==> config.mk <==
export PLATFORM = sky130hd
export DESIGN_NAME = cla_pipe_adder
export DESIGN_NICKNAME = d
export VERILOG_FILES = /design/src/rtl/cla_pipe_adder.sv
export SDC_FILE = /design/constraint.sdc
export NUM_CORES = 1
export LEC_CHECK = 0
export BUFFER_PORTS_ARGS = -buffer_cell sky130_fd_sc_hd__buf_4
export CAP_MARGIN = 25
export CORE_MARGIN = 4
export CORE_UTILIZATION = 40
export DETAILED_ROUTE_END_ITERATION = 10
export GPL_TIMING_DRIVEN = 1
export SLEW_MARGIN = 20
export SYNTH_ARGS = -nofsm -noshare
export SYNTH_HDL_FRONTEND = slang
export SYNTH_SLANG_ARGS = --single-unit
==> constraint.sdc <==
create_clock -name clk -period 2.14 [get_ports clk]
set_clock_uncertainty 0.2 [all_clocks]
set_input_delay 0.428 -clock clk [delete_from_list [all_inputs] [get_ports clk]]
set_output_delay 0.428 -clock clk [all_outputs]
set_load 0.05 [all_outputs]
==> src/rtl/cla_pipe_adder.sv <==
// Pipelined carry-lookahead adder/subtractor; each stage resolves WIDTH/STAGES bits with 4-bit CLA blocks.
// Latency STAGES cycles, one result per cycle; a stage advances when it is empty or its successor advances.
// Define CLA_PIPE_OVF_EN to add the registered signed-overflow output ovf.
module cla_pipe_adder #(
    parameter int WIDTH  = 16,
    parameter int STAGES = 2
) (
    input  logic             clk,
    input  logic             rst_n,
    input  logic             in_valid,
    output logic             in_ready,
    input  logic [WIDTH-1:0] a,
    input  logic [WIDTH-1:0] b,
    input  logic             cin,
    input  logic             sub,
    output logic             out_valid,
    input  logic             out_ready,
    output logic [WIDTH-1:0] sum,
    output logic             cout
`ifdef CLA_PIPE_OVF_EN
    ,
    output logic             ovf
`endif
);
    localparam int S    = WIDTH / STAGES;
    localparam int NBLK = S / 4;

    // Returns {carry out, carry into bit 3, sum[3:0]}.
    function automatic logic [5:0] cla4(input logic [3:0] x, input logic [3:0] y, input logic c0);
        logic [3:0] p;
        logic [3:0] g;
        logic [4:0] c;
        p    = x ^ y;
        g    = x & y;
        c[0] = c0;
        c[1] = g[0] | (p[0] & c0);
        c[2] = g[1] | (p[1] & g[0]) | (p[1] & p[0] & c0);
        c[3] = g[2] | (p[2] & g[1]) | (p[2] & p[1] & g[0]) | (p[2] & p[1] & p[0] & c0);
        c[4] = g[3] | (p[3] & g[2]) | (p[3] & p[2] & g[1]) | (p[3] & p[2] & p[1] & g[0])
             | (p[3] & p[2] & p[1] & p[0] & c0);
        return {c[4], c[3], p ^ c[3:0]};
    endfunction

    logic [STAGES-1:0] vld_q;
    logic [STAGES-1:0] adv;
    logic [WIDTH-1:0]  a_q     [STAGES];
    logic [WIDTH-1:0]  b_q     [STAGES];
    logic [WIDTH-1:0]  sum_q   [STAGES];
    logic              c_q     [STAGES];

    logic              vld_in  [STAGES];
    logic [WIDTH-1:0]  a_in    [STAGES];
    logic [WIDTH-1:0]  b_in    [STAGES];
    logic [WIDTH-1:0]  sum_in  [STAGES];
    logic              c_in    [STAGES];
    logic [WIDTH-1:0]  sum_nxt [STAGES];
    logic              c_nxt   [STAGES];
    logic              cm_nxt  [STAGES];

    // A stage can take new data if any stage from it to the output has a hole, or the output drains.
    always_comb begin
        for (int k = 0; k < STAGES; k++) begin
            adv[k] = out_ready;
            for (int j = k; j < STAGES; j++) begin
                if (!vld_q[j]) adv[k] = 1'b1;
            end
        end
    end

    assign in_ready = adv[0];

    for (genvar k = 0; k < STAGES; k++) begin : g_stage
        localparam int LO = k * S;
        logic [WIDTH-1:0] sum_n;
        logic             c_n;
        logic             cm_n;

        if (k == 0) begin : g_head
            // Subtraction is A + ~B + 1; cin is ignored in that mode.
            assign vld_in[k] = in_valid;
            assign a_in[k]   = a;
            assign b_in[k]   = sub ? ~b : b;
            assign c_in[k]   = sub | cin;
            assign sum_in[k] = '0;
        end else begin : g_body
            assign vld_in[k] = vld_q[k-1];
            assign a_in[k]   = a_q[k-1];
            assign b_in[k]   = b_q[k-1];
            assign c_in[k]   = c_q[k-1];
            assign sum_in[k] = sum_q[k-1];
        end

        always_comb begin
            logic       c;
            logic [5:0] r;
            c     = c_in[k];
            r     = '0;
            sum_n = sum_in[k];
            cm_n  = 1'b0;
            for (int j = 0; j < NBLK; j++) begin
                r = cla4(a_in[k][LO+4*j +: 4], b_in[k][LO+4*j +: 4], c);
                sum_n[LO+4*j +: 4] = r[3:0];
                cm_n = r[4];
                c    = r[5];
            end
            c_n = c;
        end

        assign sum_nxt[k] = sum_n;
        assign c_nxt[k]   = c_n;
        assign cm_nxt[k]  = cm_n;
    end

`ifdef CLA_PIPE_OVF_EN
    logic ovf_q;
`endif

    always_ff @(posedge clk or negedge rst_n) begin
        if (!rst_n) begin
            vld_q <= '0;
            for (int k = 0; k < STAGES; k++) begin
                sum_q[k] <= '0;
                c_q[k]   <= 1'b0;
            end
`ifdef CLA_PIPE_OVF_EN
            ovf_q <= 1'b0;
`endif
        end else begin
            for (int k = 0; k < STAGES; k++) begin
                if (adv[k]) begin
                    vld_q[k] <= vld_in[k];
                    if (vld_in[k]) begin
                        sum_q[k] <= sum_nxt[k];
                        c_q[k]   <= c_nxt[k];
                    end
                end
            end
`ifdef CLA_PIPE_OVF_EN
            // Carry into the MSB only exists once the top slice is resolved in the last stage.
            if (adv[STAGES-1] && vld_in[STAGES-1])
                ovf_q <= cm_nxt[STAGES-1] ^ c_nxt[STAGES-1];
`endif
        end
    end

    // Unconsumed operand bits ride along without reset; they are only read behind a valid bit.
    always_ff @(posedge clk) begin
        for (int k = 0; k < STAGES; k++) begin
            if (adv[k] && vld_in[k]) begin
                a_q[k] <= a_in[k];
                b_q[k] <= b_in[k];
            end
        end
    end

    assign out_valid = vld_q[STAGES-1];
    assign sum       = sum_q[STAGES-1];
    assign cout      = c_q[STAGES-1];
`ifdef CLA_PIPE_OVF_EN
    assign ovf       = ovf_q;
`endif

endmodule

==> results.tsv, run 1 <==
metric	value	unit
initial antenna violation count	0	
Cells after Synth	201	
FFs w/ async S/R, synth	63.6	%
Reg clk slew, reported paths	80	ps
worst-margin pin slew	443	ps
routed len/inst	12.4	um
fin crit share	100	%
PD cells	928	nW/um^2
fraction of layout cells with a size suffix above 1	39.2	%
drc violations	0	
VDD IR max	449	uV
num rows	27	
gr usage total	12.8	%
CP cell instances	buf_6, xor2_1, ha_1, o211ai_4, a21boi_2, o21a_1, nor2_2, fa_1, xor2_1, o21ai_0	
Post-Syn Nets	259	
P&R area growth vs syn	35.7	%
Die H	85.0	um
critical path class	primary input to flip-flop	
post-synth cell types	44	
global-route wire length before repair	7.48	mm
leakage power	1.48	nW
HP Start	a[12]	
RSZ-0062 raised after global routing	yes	
CP Capture Type	flip-flop	
status	complete, no violations	
crit-path max FO	3	
Worst Path Required	2150	ps
area leader, netlist	dfrtp_1	
Data arrival, critical path	2150	ps
Largest stage delay, worst path	370	ps
TritonCTS buffer count	5	
core area	5640	um^2
cell mode on critical path	xor2_1	
Avg Inst Size Synth	11.8	um^2
DP Wirelength	3.46	mm
max cap viols	0	
Slew Viols, Final	0	
die area	7230	um^2
vias after detailed routing	1680	
Final Hold Viols	0	
grt ovf	0	
Root Buffer	clkbuf_8	
post-synthesis sequential area ratio	49.8	%
Detail Route Antenna Nets	0	
final net count	343	
Die X-Extent	85.0	um
min Tclk post-route	2140	ps
Post-synth EDFFs	16	
Final setup viols	0	
Slew HR	70.4	%
Initial DRC Count	55	
Crit-path slowest cell	ha_1	
Synth area leaders	dfrtp_1 30%, edfxtp_1 20%, ha_1 8.4%	
n_diodes	0	
vias in the first global route	1634	
Post-Syn Area	2370	um^2
CTS tree	done	
fmax	467	MHz
Placer Congestion	0.741	
Yosys reg bits	44	
top-count cell post-synth	dfrtp_1	
IO buf count	56	
vias per cell	4.69	
H-tree levels	2	
Post-synth top cells	28 x dfrtp_1, 20 x xor2_1, 16 x edfxtp_1, 16 x ha_1, 16 x nand2_1	
Max Root-Sink Buffers	2	
Hold Path Class	primary input to flip-flop	
Hold WS	107	ps
Critical Path Start	b[1]	
io pins	57	
Initial Utilization	42.0	%
r2r startpoint	a_q[0][8]	
clk sinks	44	
final core occ	57.0	%
startpoint types	primary input	
Top FF cell, synth	dfrtp_1	
Synth Warn #	0	
top cell type's share of synthesized area	29.5	%
clock insertion delay at the later pin of the skew report	290	ps
largest net degree at the start of global routing	29	
drt total wl	4.45	mm
first-pass detailed-route iteration total	4	
-- cell type report --
type | count | area, um^2
Multi-Input combinational cell | 141 | 1170
Clock buffer | 6 | 72.6
Clock inverter | 2 | 35.0
Timing Repair Buffer | 82 | 629
Sequential cell | 44 | 1180
Tap cell | 72 | 90.1
Fill cell | 490 | 2420
Inverter | 11 | 41.3
-- layer usage --
layer,part of all wire [%],track usage (%),vias up
li1,-,-,882
met1,49,18.8,750
met2,43,18.5,43
met3,6.4,2.82,5
met4,1.7,4.75,0
met5,0,0,-
-- flip-flops by register name (all words and copies together) (netlist names) --
register,flops
sum,16
vld_q,2
cout,1
a_q,8
c_in,1
b_q,8
g_stage.sum_n,8
-- worst max-delay path, delay by kind of cell --
kind,cells,cell delay (ps)
buffers and inverters,1,90
AND/OR/NAND/NOR,1,50
AO/OA/AOI/OAI,4,550
adder cells (fa/ha/maj),2,740
XOR/XNOR,2,290
-- cell families (layout without fill, tap and decap cells) --
family | count (synthesis) | after routing | share of synthesized area [%]
and+or+nand+nor | 48 | 48 | 10.2
AOI/OAI and AO/OA | 44 | 44 | 13.6
DFF | 44 | 44 | 49.8
xor gates and xnor gates | 21 | 21 | 7.75
adders and majority gates | 20 | 20 | 11.8
buffers and inverters | 16 | 101 | 3.01
muxes | 8 | 8 | 3.80
-- cell usage in the layout (no fill, tap or decap), types with 6 or more instances in the layout --
cell | Yosys | routed
a21oi_1 | 8 | 6
o21ai_0 | 9 | 6
nand2_1 | 16 | 16
inv_1 | 11 | 11
ha_1 | 16 | 14
nand2b_1 | 6 | 6
edfxtp_1 | 16 | 16
buf_4 | 0 | 79
dfrtp_1 | 28 | 28
nor2_1 | 8 | 7
mux2_2 | 8 | 8
xor2_1 | 20 | 20
-- through the flow --
step / total power [W] / cell area [um^2] / TNS [ps] / setup slack, ps / std cells
final: 0.00299 / 3220 / 0 / 0.0830 / 358
after global routing: 0.00318 / 3220 / -220 / -101 / 358
after CTS: 0.00300 / 3150 / -39.7 / -24.7 / 356
after detailed placement: 0.00237 / 3010 / -1150 / -359 / 344
after global placement: 0.00235 / 3010 / -1130 / -343 / 344
after floorplan: 0.00195 / 2390 / -682 / -308 / 201
-- report_power, final --
group	switching (W)	total [W]	leakage [nW]	internal [W]
clock network	0.000262	0.000609	0.0552	0.000346
logic	0.000728	0.00122	0.939	0.000493
registers	0.0000995	0.00116	0.491	0.00106
-- what timing repair did --
action                                  4_1_cts  5_1_grt
pin swaps                                     5        3
endpoints found under the setup margin        3        5
hold buffers                                  1        0
hold endpoints to repair                     28        0
buffers inserted                              3        2
gates resized for setup                       0       11
-- worst paths after layout --
| check | to | cells after the start | slack (ps) |
|---|---|---|---|
| worst max-delay path | g_stage[1].sum_n[5] | 10 | 0.08 |
| worst min-delay path | a_q[0][12] | 1 | 110 |
| worst max register to register | sum[12] | 6 | 80 |
| worst min register to register | g_stage[1].sum_n[6] | 2 | 280 |
| max in group asynchronous | g_stage[1].sum_n[7] | 2 | 1090 |
| min in group asynchronous | c_in[0] | 2 | 390 |
No activity file was read; power rests on OpenSTA's default activity.
==> run 2, diff against run 1 <==
Settings changed: BUFFER_PORTS_ARGS -buffer_cell sky130_fd_sc_hd__buf_4 to not set, DONT_BUFFER_PORTS set to 1.
==> results.tsv, run 2 (synthesis results as in run 1) <==
metric	value	unit	change
RSZ-0062 raised after global routing	yes		
Filler Cell Count	507		+3.5%
TNS Setup	0	ps	unchanged
Data arrival, critical path	2110	ps	-40 ps
clk sinks	44		unchanged
num rows	27		unchanged
FF-to-FF path depth	7		+1
most common cell after layout, fill and taps aside	dfrtp_1		
Critical Path Start	a_q[0][8]		
fin crit share	98.5	%	-1.5 points
status	complete, no violations		
CP Capture Type	flip-flop		
commonest cells after routing, fill and taps aside	28 x dfrtp_1, 20 x xor2_1, 17 x buf_4, 16 x nand2_1, 16 x edfxtp_1		
Hold Path Class	primary input to flip-flop		
Initial Utilization	42.0	%	unchanged
fmax	475	MHz	+1.6%
CTS tree	done		
Die X-Extent	85.0	um	unchanged
number of non-filler instances in the completed layout	295		-18%
Logic pwr share	20.9	%	-20 points
final net count	280		-18%
Final Hold Viols	0		unchanged
startpoint types	flip-flop		
Hold WS	27.0	ps	-79.5 ps
global-route layer with the greatest usage	met1		
Placer Congestion	0.761		+2.8%
global-route wire length before repair	7.15	mm	-4.4%
Sequential Power Share	56.7	%	+18 points
Final setup viols	0		unchanged
IO buf count	0		-100%
cell area after layout	2740	um^2	-15%
first-pass detailed-route iteration total	4		unchanged
routed len/inst	15.0	um	+21%
n_diodes	0		unchanged
Die H	85.0	um	unchanged
H-tree levels	2		unchanged
max cap viols	0		unchanged
leakage power	1.18	nW	-21%
vias in the first global route	1441		-12%
drt total wl	4.43	mm	-0.52%
clock insertion delay at the later pin of the skew report	290	ps	about the same
PD cells	1000	nW/um^2	+7.9%
Root Buffer	clkbuf_8		
VDD IR max	450	uV	+0.24%
placed cell area	2540	um^2	-15%
final core occ	48.6	%	-8.4 points
Initial DRC Count	96		+75%
crit-path max FO	2		-1
Reg clk slew, reported paths	80	ps	about the same
drc violations	0		unchanged
DP Wirelength	3.35	mm	-3.4%
r2r startpoint	a_q[0][8]		
gr usage total	12.5	%	-0.31 points
min Tclk post-route	2110	ps	-32.9 ps
critical path class	flip-flop to flip-flop		
M2 GR Usage	16.9	%	-1.6 points
Sw Ratio	38.3	%	+1.8 points
P&R area growth vs syn	15.6	%	
initial antenna violation count	0		unchanged
fraction of layout cells with a size suffix above 1	21.1	%	-18 points
Cell Int Power	0.00169	W	-11%
largest net degree at the start of global routing	29		unchanged
met3 Use GR	4.66	%	+1.8 points
io pins	57		unchanged
Worst Path Required	2150	ps	about the same
Slew HR	54.7	%	-16 points
placed insts	282		-18%
Clk pwr share	22.4	%	+2.0 points
max reg flops	16		unchanged
vias after detailed routing	1502		-11%
core area	5640	um^2	unchanged
Max Root-Sink Buffers	2		unchanged
Reg2Reg Capture Point	sum[13]		
worst setup path endpoint	sum[13]		
die area	7230	um^2	unchanged
TritonCTS buffer count	5		unchanged
Detail Route Antenna Nets	0		unchanged
r2r setup slk	30	ps	-50 ps
worst-margin pin slew	679	ps	+237 ps
Psw	0.00105	W	-3.5%
vias per cell	5.09		+8.5%
Slew Viols, Final	0		unchanged
grt ovf	0		unchanged
M1 GR Usage	18.1	%	-0.72 points
==> run 2: cell type report <==
type                            instances  area (um^2)  area share, %
Sequential cell                        44         1180           43.1
Multi-Input combinational cell        141         1160           42.4
Timing Repair Buffer                   19          158           5.75
Tap cell                               72         90.1           3.29
Clock buffer                            6         72.6           2.65
Inverter                               11         41.3           1.51
Clock inverter                          2         35.0           1.28
==> run 2: worst min-delay path by stage <==
stage | slack [ps] | endpoint | cells after the start | startpoint
2_1_floorplan | -70 | c_in[0] | 0 | rst_n
3_3_place_gp | -70 | g_stage[1].sum_n[5] | 0 | rst_n
3_5_place_dp | -70 | g_stage[1].sum_n[5] | 0 | rst_n
4_1_cts | 20 | a_q[0][11] | 0 | a[11]
5_1_grt | 5 | a_q[0][11] | 0 | a[11]
6_report | 30 | a_q[0][11] | 0 | a[11]
==> run 2: what timing repair did <==
| action | CTS | global route |
|---|---|---|
| setup buffers | 2 | 1 |
| hold endpoints to repair | 28 | 0 |
| pin swaps | 4 | 5 |
| gates resized for setup | 0 | 6 |
| hold buffers | 2 | 0 |
| gates cloned | 0 | 0 |
| endpoints found under the setup margin | 1 | 4 |
==> run 2: per-stage QoR <==
| step | worst slack (ps) | total power [W] |
|---|---|---|
| floorplan | -308 | 0.00195 |
| global placement | -196 | 0.00209 |
| detailed placement | -236 | 0.00211 |
| CTS | 5.87 | 0.00275 |
| global route | -70.7 | 0.00291 |
| finish | 33.0 | 0.00275 |
==> run 2: worst max-delay path, cell delays in order (launching register included) <==
cell,delay [ps]
edfxtp_1,440
ha_4,320
a211oi_4,60
o21bai_1,240
a21oi_2,100
fa_1,380
xor2_1,160
o21ai_0,130
==> run 2: per-layer routing <==
layer | part of all wire [%] | vias to the layer above
li1 | - | 757
met3 | 9.1 | 6
met4 | 1.5 | 0
met1 | 48 | 684
met2 | 42 | 55
met5 | 0 | -
==> run 2: power by group through the flow <==
stage | Clock [W] | Sequential (W) | Combinational (W)
after floorplan | 0 | 0.00154 | 0.000416
final | 0.000616 | 0.00156 | 0.000573
after detailed placement | 0 | 0.00158 | 0.000529
after global routing | 0.000672 | 0.00158 | 0.000651
after CTS | 0.000636 | 0.00156 | 0.000555
after global placement | 0 | 0.00157 | 0.000520
